`config.mk`:
```
export PLATFORM = sky130hd
export DESIGN_NAME = alu_op_issuer
export DESIGN_NICKNAME = d
export VERILOG_FILES = /design/src/rtl/alu_op_issuer_pkg.sv /design/src/rtl/alu_op_issuer_regfile.sv /design/src/rtl/alu_op_issuer.sv
export SDC_FILE = /design/constraint.sdc
export NUM_CORES = 1
export LEC_CHECK = 0
export ABC_AREA = 0
export CORE_MARGIN = 2
export CORE_UTILIZATION = 35
export CTS_BUF_LIST = sky130_fd_sc_hd__clkbuf_4 sky130_fd_sc_hd__clkbuf_8
export CTS_CLUSTER_SIZE = 40
export DETAILED_ROUTE_END_ITERATION = 16
export MAX_ROUTING_LAYER = met4
export SYNTH_ARGS = -nofsm -noshare
export SYNTH_HDL_FRONTEND = slang
export SYNTH_SLANG_ARGS = --single-unit
```
`constraint.sdc`:
```
create_clock -name clk -period 2 [get_ports clk]
set_input_delay 0.2 -clock clk [delete_from_list [all_inputs] [get_ports clk]]
set_output_delay 0.2 -clock clk [all_outputs]
set_load 0.005 [all_outputs]
```
`src/rtl/alu_op_issuer_pkg.sv`:
```
// Shared definitions for the ALU operation issuer: sizes, ALU op codes,
// FSM state encodings, instruction word layout and op-code legality.
package alu_op_issuer_pkg;

  localparam int unsigned WIDTH  = 16;
  localparam int unsigned NREGS  = 8;
  localparam int unsigned IDX_W  = $clog2(NREGS);
  localparam int unsigned CODE_W = 5;

  // Op class lives in alu_code[4:3]
  localparam logic [1:0] ALU_CLASS_ARITH = 2'b00;
  localparam logic [1:0] ALU_CLASS_LOGIC = 2'b01;
  localparam logic [1:0] ALU_CLASS_SHIFT = 2'b10;
  localparam logic [1:0] ALU_CLASS_CMP   = 2'b11;

  localparam logic [CODE_W-1:0] ALU_ADD = 5'b00000;
  localparam logic [CODE_W-1:0] ALU_SUB = 5'b00001;
  localparam logic [CODE_W-1:0] ALU_ADC = 5'b00010;
  localparam logic [CODE_W-1:0] ALU_SBC = 5'b00011;
  localparam logic [CODE_W-1:0] ALU_INC = 5'b00100;
  localparam logic [CODE_W-1:0] ALU_DEC = 5'b00101;
  localparam logic [CODE_W-1:0] ALU_NEG = 5'b00110;
  localparam logic [CODE_W-1:0] ALU_ABS = 5'b00111;
  localparam logic [CODE_W-1:0] ALU_AND = 5'b01000;
  localparam logic [CODE_W-1:0] ALU_OR  = 5'b01001;
  localparam logic [CODE_W-1:0] ALU_XOR = 5'b01010;
  localparam logic [CODE_W-1:0] ALU_NOT = 5'b01100;
  localparam logic [CODE_W-1:0] ALU_SHL = 5'b10000;
  localparam logic [CODE_W-1:0] ALU_SHR = 5'b10001;
  localparam logic [CODE_W-1:0] ALU_SAR = 5'b10010;
  localparam logic [CODE_W-1:0] ALU_ROL = 5'b10011;
  localparam logic [CODE_W-1:0] ALU_EQ  = 5'b11000;
  localparam logic [CODE_W-1:0] ALU_NE  = 5'b11001;
  localparam logic [CODE_W-1:0] ALU_LT  = 5'b11010;
  localparam logic [CODE_W-1:0] ALU_LTU = 5'b11011;
  localparam logic [CODE_W-1:0] ALU_GE  = 5'b11100;
  localparam logic [CODE_W-1:0] ALU_GEU = 5'b11101;

  // FSM state encodings
  localparam logic [1:0] ST_IDLE    = 2'd0;
  localparam logic [1:0] ST_ISSUE   = 2'd1;
  localparam logic [1:0] ST_CAPTURE = 2'd2;
  localparam logic [1:0] ST_WB      = 2'd3;

  // Instruction word: [15:11] code, [10:8] rd, [7:5] rs1, [4:2] rs2, [1:0] reserved
  typedef struct packed {
    logic [CODE_W-1:0] code;
    logic [IDX_W-1:0]  rd;
    logic [IDX_W-1:0]  rs1;
    logic [IDX_W-1:0]  rs2;
    logic [1:0]        rsvd;
  } instr_t;

  function automatic logic [1:0] code_class(input logic [CODE_W-1:0] code);
    return code[4:3];
  endfunction

  function automatic logic is_legal_code(input logic [CODE_W-1:0] code);
    logic legal;
    case (code)
      ALU_ADD, ALU_SUB, ALU_ADC, ALU_SBC, ALU_INC, ALU_DEC, ALU_NEG, ALU_ABS,
      ALU_AND, ALU_OR, ALU_XOR, ALU_NOT,
      ALU_SHL, ALU_SHR, ALU_SAR, ALU_ROL,
      ALU_EQ, ALU_NE, ALU_LT, ALU_LTU, ALU_GE, ALU_GEU: legal = 1'b1;
      default:                                          legal = 1'b0;
    endcase
    return legal;
  endfunction

endpackage

```
`src/rtl/alu_op_issuer_regfile.sv`:
```
// NREGS x WIDTH register file, two asynchronous read ports and two write
// ports; write port A (writeback) wins over port B (direct load) when both
// target the same index in the same cycle.
//   clk, rst_n          clock, async active-low reset (clears all entries)
//   ra1/rd1, ra2/rd2    read ports
//   wa_en/addr/data     write port A (high priority)
//   wb_en/addr/data     write port B (low priority)
module alu_op_issuer_regfile
  import alu_op_issuer_pkg::*;
(
  input  logic             clk,
  input  logic             rst_n,
  input  logic [IDX_W-1:0] ra1,
  input  logic [IDX_W-1:0] ra2,
  output logic [WIDTH-1:0] rd1,
  output logic [WIDTH-1:0] rd2,
  input  logic             wa_en,
  input  logic [IDX_W-1:0] wa_addr,
  input  logic [WIDTH-1:0] wa_data,
  input  logic             wb_en,
  input  logic [IDX_W-1:0] wb_addr,
  input  logic [WIDTH-1:0] wb_data
);

  logic [WIDTH-1:0] regs_q [NREGS];

  // Per-entry write with port A priority
  always_ff @(posedge clk or negedge rst_n) begin
    if (!rst_n) begin
      for (int unsigned i = 0; i < NREGS; i++) begin
        regs_q[i] <= '0;
      end
    end else begin
      for (int unsigned i = 0; i < NREGS; i++) begin
        if (wa_en && (wa_addr == IDX_W'(i))) begin
          regs_q[i] <= wa_data;
        end else if (wb_en && (wb_addr == IDX_W'(i))) begin
          regs_q[i] <= wb_data;
        end
      end
    end
  end

  assign rd1 = regs_q[ra1];
  assign rd2 = regs_q[ra2];

endmodule

```
`src/rtl/alu_op_issuer.sv`:
```
// Command-side initiator for the 16-bit ALU. Accepts one instruction word at
// a time, reads operands from the internal register file, drives the ALU,
// captures its result and writes it back, then pulses res_valid.
//   in_valid/in_ready/in_instr   instruction port (ready only in IDLE)
//   ld_valid/ld_addr/ld_data     direct register load, accepted in any state
//   alu_a/alu_b/alu_code         registered ALU operands, change only in ISSUE
//   alu_c/alu_ovf                combinational ALU result
//   res_valid/data/rd/ovf/err    completion report, res_valid is one cycle
//   ovf_sticky/ovf_clr           accumulated overflow, set beats clear
module alu_op_issuer
  import alu_op_issuer_pkg::*;
(
  input  logic              clk,
  input  logic              rst_n,
  input  logic              in_valid,
  output logic              in_ready,
  input  logic [WIDTH-1:0]  in_instr,
  input  logic              ld_valid,
  input  logic [IDX_W-1:0]  ld_addr,
  input  logic [WIDTH-1:0]  ld_data,
  output logic [WIDTH-1:0]  alu_a,
  output logic [WIDTH-1:0]  alu_b,
  output logic [CODE_W-1:0] alu_code,
  input  logic [WIDTH-1:0]  alu_c,
  input  logic              alu_ovf,
  output logic              res_valid,
  output logic [WIDTH-1:0]  res_data,
  output logic [IDX_W-1:0]  res_rd,
  output logic              res_ovf,
  output logic              res_err,
  output logic              ovf_sticky,
  input  logic              ovf_clr
);

  logic [1:0]        state_q, state_d;
  logic [CODE_W-1:0] code_q, code_d;
  logic [IDX_W-1:0]  rd_q, rd_d;
  logic [IDX_W-1:0]  rs1_q, rs1_d;
  logic [IDX_W-1:0]  rs2_q, rs2_d;

  logic              in_ready_d;
  logic [WIDTH-1:0]  alu_a_d, alu_b_d;
  logic [CODE_W-1:0] alu_code_d;
  logic              res_valid_d;
  logic [WIDTH-1:0]  res_data_d;
  logic [IDX_W-1:0]  res_rd_d;
  logic              res_ovf_d;
  logic              res_err_d;
  logic              ovf_sticky_d;

  logic [WIDTH-1:0]  rf_rd1, rf_rd2;
  logic              wb_en;
  instr_t            in_fields;
  logic              unused_rsvd;

  assign in_fields   = instr_t'(in_instr);
  assign unused_rsvd = ^in_fields.rsvd;

  // Writeback is suppressed for ops that completed with an illegal code
  assign wb_en = (state_q == ST_WB) && !res_err;

  alu_op_issuer_regfile u_regfile (
    .clk     (clk),
    .rst_n   (rst_n),
    .ra1     (rs1_q),
    .ra2     (rs2_q),
    .rd1     (rf_rd1),
    .rd2     (rf_rd2),
    .wa_en   (wb_en),
    .wa_addr (res_rd),
    .wa_data (res_data),
    .wb_en   (ld_valid),
    .wb_addr (ld_addr),
    .wb_data (ld_data)
  );

  // State and registered-output update
  always_ff @(posedge clk or negedge rst_n) begin
    if (!rst_n) begin
      state_q    <= ST_IDLE;
      code_q     <= '0;
      rd_q       <= '0;
      rs1_q      <= '0;
      rs2_q      <= '0;
      in_ready   <= 1'b1;
      alu_a      <= '0;
      alu_b      <= '0;
      alu_code   <= '0;
      res_valid  <= 1'b0;
      res_data   <= '0;
      res_rd     <= '0;
      res_ovf    <= 1'b0;
      res_err    <= 1'b0;
      ovf_sticky <= 1'b0;
    end else begin
      state_q    <= state_d;
      code_q     <= code_d;
      rd_q       <= rd_d;
      rs1_q      <= rs1_d;
      rs2_q      <= rs2_d;
      in_ready   <= in_ready_d;
      alu_a      <= alu_a_d;
      alu_b      <= alu_b_d;
      alu_code   <= alu_code_d;
      res_valid  <= res_valid_d;
      res_data   <= res_data_d;
      res_rd     <= res_rd_d;
      res_ovf    <= res_ovf_d;
      res_err    <= res_err_d;
      ovf_sticky <= ovf_sticky_d;
    end
  end

  // Next-state and next-output logic
  always_comb begin
    state_d      = state_q;
    code_d       = code_q;
    rd_d         = rd_q;
    rs1_d        = rs1_q;
    rs2_d        = rs2_q;
    alu_a_d      = alu_a;
    alu_b_d      = alu_b;
    alu_code_d   = alu_code;
    res_valid_d  = 1'b0;
    res_data_d   = res_data;
    res_rd_d     = res_rd;
    res_ovf_d    = res_ovf;
    res_err_d    = res_err;
    ovf_sticky_d = ovf_sticky && !ovf_clr;

    case (state_q)
      ST_IDLE: begin
        if (in_valid) begin
          code_d = in_fields.code;
          rd_d   = in_fields.rd;
          rs1_d  = in_fields.rs1;
          rs2_d  = in_fields.rs2;
          if (is_legal_code(in_fields.code)) begin
            state_d = ST_ISSUE;
          end else begin
            // Illegal ops skip the ALU and report straight from WB
            state_d     = ST_WB;
            res_valid_d = 1'b1;
            res_rd_d    = in_fields.rd;
            res_ovf_d   = 1'b0;
            res_err_d   = 1'b1;
          end
        end
      end
      ST_ISSUE: begin
        alu_a_d    = rf_rd1;
        alu_b_d    = rf_rd2;
        alu_code_d = code_q;
        state_d    = ST_CAPTURE;
      end
      ST_CAPTURE: begin
        res_valid_d = 1'b1;
        res_data_d  = alu_c;
        res_rd_d    = rd_q;
        // Overflow is only meaningful for arithmetic ops
        res_ovf_d   = alu_ovf && (code_class(code_q) == ALU_CLASS_ARITH);
        res_err_d   = 1'b0;
        state_d     = ST_WB;
      end
      ST_WB: begin
        if (res_ovf) begin
          ovf_sticky_d = 1'b1;
        end
        state_d = ST_IDLE;
      end
      default: begin
        state_d = ST_IDLE;
      end
    endcase

    in_ready_d = (state_d == ST_IDLE);
  end

endmodule

```
== Word level (Yosys, flattened, before mapping) ==
Memory sizes are Yosys's and may differ from the RTL's.
Index checks and enable logic that the tools add are counted.
Operators by class
  order comparisons: 2
  div/mod/pow operators: 0
  add/sub/neg operators: 0
  equality and inequality tests: 19
  reduce and logical (&&, ||, !) cells: 37
  mux-type cells: 41
  multipliers: 0
  shift-type cells: 0
  bitwise logic cells: 2
Operators with widths (count)
  $mux 16: 20
  $bmux 16 s3: 2
  $eq 3x3->1 const B: 8
  $logic_and 1x1->1: 19
  $reduce_bool 2->1: 9
  $eq 3x2->1 const B: 4
  $mux 1: 10
  $ge 4x4->1 const B: 2
  $not 3->4: 2
  $pmux 2 s4: 1
  $eq 3x1->1 const B: 2
  $logic_not 2->1: 3
  $logic_not 3->1: 2
  $mux 3: 2
  $pmux 1 s2: 3
  $pmux 3 s2: 1
  $eq 2x2->1 const B: 2
  $mux 2: 2
  $ne 2x2->1 const B: 2
  $reduce_and 3->1: 1
  $eq 2x1->1 const B: 1
  $logic_not 1->1: 2
  $reduce_and 2->1: 1
Word-level totals
  latch bits: 0
  memories: 1
  memory bits (writable): 0
  logic and storage cells: 125
  input port bits: 57
  memory bits (read-only): 32
  register bits after elaboration: 205
Memories
  (name not given): depth 32, bits a word 1, rd ports 1, clocked after Yosys merged registers in 0, write ports 0, RTL line alu_op_issuer_pkg.sv:60  | case (code)

== Logic depth before layout (Yosys ltp) ==
An unclocked memory read counts as a cell.
  depth after elaboration: 7
  depth in mapped cells: 7
  mapped depth without buffers: 5

== Hierarchy ==
A second synthesis with hierarchy kept.
Second synthesis, totals
  cell total of the unflattened synthesis: 905
  area total of the unflattened synthesis: 11365.9 sq um
Modules (own cells, without submodules)
  alu_op_issuer_regfile: times used 1, cells an instance 713, area each 8286.7 sq um, sequential area each 3203.1 sq um
  alu_op_issuer: times used 1, cells an instance 192, area each 3079.2 sq um, sequential area each 1928.1 sq um

== Worst setup path after synthesis ==
No wires, ideal clock.
  path kind: register to register
  start point: reg state_q[0]
  end point: reg res_ovf
  arrival: 1496 ps
  data required time: 1875 ps
  period minus slack after synthesis: 1620 ps
  library setup time: 125 ps
  setup slack: 380 ps
  cell stages (with the launch flop): 7
  cell sequence: dfrtp_1 > inv_1 > ha_1 > clkbuf_1 > nor2b_1 > a31oi_2 > mux2_2
On the way
  cells in the longest elaborated chain, start to end: 3
  elaborated cells on any way between the ends: 7
RTL lines
  from (decl): RTL line alu_op_issuer.sv:35  | logic [1:0] state_q, state_d;
  from (signal assigned): RTL line alu_op_issuer.sv:96  | state_q <= state_d;
  $eq 2x2->1 / $logic_not 2->1 (equally long branches): RTL line alu_op_issuer.sv:131  | case (state_q)
  $reduce_bool 2->1 (no source line) / $ne 2x2->1 (equally long branches)
  $reduce_and 3->1 (no source line)
  to (signal assigned): RTL line alu_op_issuer.sv:108  | res_ovf <= res_ovf_d;
  to (decl): RTL line alu_op_issuer.sv:29  | output logic res_ovf,
Several ways; a longest one is shown, not always the timed one.
A chain may end at the register's enable or synchronous reset.

== Worst setup path in the final report ==
  start point: reg res_data[13]
  end point: out res_data[13]
RTL lines
  from (decl): RTL line alu_op_issuer.sv:27  | output logic [WIDTH-1:0] res_data,
  from (signal assigned): RTL line alu_op_issuer.sv:106  | res_data <= res_data_d;
No word-level cell between the ends.

==> run summary <==
Crit path max fanout: 10
Antenna violations before repair: 3
CTS max path bufs: 3
Worst setup EP type: output port
CP Launch Point: res_data[13]
Setup TNS: 0 ps
Gp weighted congestion: 0.783
Port bufs: 115
Largest area contributor in the netlist: dfrtp_1
Post-detailed-routing wire length: 32000 um
GRT Util Overall: 0.197
Global-route wire length before repair: 49600 um
Post-synthesis net count: 1157
Critical path required time: 1800 ps
Crit path cell chain: clkdlybuf4s50_1
Non-filler cells, final: 1605
Yosys top cell area share: 0.450
Crit share post-route: 0.960
Crit-path slowest cell: dfrtp_1
Post-synthesis sequential area ratio: 0.452
Synthesized area: 11300 um2
Initial DRT Pass Iterations: 5
Avg Cell Area, Syn: 10.4 um2
Die footprint: 33900 um2
R2R Setup Slk: 250 ps
Yosys cell types: 39
Worst reg-to-reg path cell count: 5
Slew at the pin closest to its max-slew limit: 438 ps
# placed instances: 1537
Flop pwr share: 0.378
Worst reg2reg startpoint: state_q[0]
Share of cells above drive strength 1: 0.136
Int Power: 13.6 mW
Routed WL per cell: 19.9 um
Final setup viols: 0
Vias: 8457
Core area: 31700 um2
Reg2reg end: res_rd[0]
H-tree depth: 2
I/O pin cnt: 118
Initial DRC count: 483
Fillers: 3018
Fmax: 521 MHz
CTS tree: built
Final HPWL DP: 19600 um
Ys async rst share: 1.00
CP delay by family, top: flip-flops
Vias in the first global route: 8450
Tmin final: 1920 ps
DRC: 0
Grt total ovfl: 0
Commonest register cell after synthesis: dfrtp_1
EDFF count, synth: 0
Rel. slew slack: 0.708
WP data arrival: 1720 ps
Clk slew on worst S/H paths: 60 ps
CP max stage delay: 610 ps
Gate power share: 0.438
Count leader, synth: mux2i_1
Chip height: 184 um
HP Class: in2async
Pwr Density: 1610 nW/um2
Layout area overhead: 21.3%
Final hold vios: 0
Clock sink total: 205
Sw frac: 0.385
Final net count: 1238
Drt via density: 5.27
Setup CP Type: reg2out
Worst vdd ir: 0.757 mV
RSZ-0062 raised after global routing: no
Top cells by area, synth: dfrtp_1 45%, mux2i_1 23%, a22oi_1 4.2%
Outcome: finished clean
Final core occ: 0.433
Max Slew Vio Count: 0
Clock root cell: clkbuf_8
Starting Density: 0.358
Die X: 184 um
Synth top cells by count: 256 x mux2i_1, 204 x dfrtp_1, 72 x nor2_1, 71 x o21ai_0, 69 x nand2_1
CP Launch Type: register
Max Cap Viol: 0
Seq cells post-synth: 205
Site Rows: 65
Cts bufs inserted: 38
Synth warn: 0
Worst skew pair latency: 540 ps
Syn Inst Count: 1095
Post-route ant nets: 0
Bufs and invs on worst path: 1
Clock skew: 20.0 ps
Clock power frac: 0.185
Largest net degree at the start of global routing: 63
Leak Pwr: 6.07 nW
NetSw: 8.52 mW
-- routing by layer --
layer | vias up | track usage | routed length (um)
met5 | - | - | 0
met1 | 4082 | 0.261 | 14600
met2 | 280 | 0.298 | 14100
met4 | 0 | 0.0522 | 698
li1 | 4035 | - | -
met3 | 60 | 0.0537 | 2570
-- how the worst max path moves through the flow --
stage                            endpoint  slack [ps]  cells after the start
floorplan                         res_ovf         380                      6
global placement    u_regfile.regs_q[116]         140                      5
detailed placement  u_regfile.regs_q[121]          90                      5
CTS                           res_data[6]          40                      1
global route                 res_data[13]          10                      1
finish                       res_data[13]          80                      1
-- power groups by stage --
stage	clock network, mW	registers [mW]	logic [mW]
floorplan	0	7.55	6.65
global placement	0	8.31	9.51
detailed placement	0	8.41	9.71
CTS	4.18	8.36	9.74
global route	4.37	8.70	10.7
finish	4.09	8.36	9.69
-- cell usage in the layout, fill, tap and decap left out, drive strengths merged, types with 2 or more instances in the layout --
master         netlist  routed
o21ai               97      97
nand3               33      33
nor3b                4       4
nand2               70      70
nor2                72      72
inv                 35      35
ha                   5       5
dfrtp              204     204
and2                 2       2
nand4                2       2
nand3b               4       4
diode                0       3
clkbuf              52      62
and4bb               2       2
a21oi               66      66
clkinv               0       2
buf                 63      40
mux2                42      42
clkdlybuf4s50        0     114
a22oi               64      64
nand4b               5       5
nor2b                7       7
mux2i              256     256
-- layout make-up --
cell class	instances	area, um2	share of cell area
Tap cell	402	503	0.0366
Multi-Input combinational cell	740	5450	0.396
Timing Repair Buffer	156	1770	0.128
Clock buffer	61	739	0.0538
Sequential cell	205	5140	0.374
Clock inverter	3	17.5	0.00127
Antenna cell	3	7.51	0.000546
Inverter	35	131	0.00956
-- per-stage QoR --
stage	area, um2	worst slack (ps)	hold WS (ps)	power, mW
6_report	13700	79.0	153	22.1
5_1_grt	13700	14.1	158	23.7
4_1_cts	13700	39.4	139	22.3
3_5_place_dp	13000	92.3	149	18.1
3_3_place_gp	13000	140	149	17.8
2_1_floorplan	11300	380	-95.6	14.2
-- repair_timing --
| action | 4_1_cts | 5_1_grt |
|---|---|---|
| hold buffers | 1 | 0 |
| setup buffers | 0 | 0 |
| setup endpoints to repair | 0 | 1 |
| endpoints found under the hold margin | 197 | 0 |
| resized for setup | 0 | 1 |
-- cells by family after synthesis --
group | share of synthesized area
AO/OA/AOI/OAI | 0.118
multiplexers | 0.268
adder cells (fa/ha/maj) | 0.00552
buffers and inverters | 0.0689
AND/OR/NAND/NOR | 0.0876
flip-flops | 0.452
-- registers in the layout, indices dropped and copies added, names as in the netlist, 3 cells and up --
signal	cells
rs1_q	3
u_regfile.regs_q	128
alu_b	16
res_rd	3
rs2_q	3
alu_code	5
alu_a	16
res_data	16
code_q	5
rd_q	3
No activity file was read; power rests on OpenSTA's default activity.
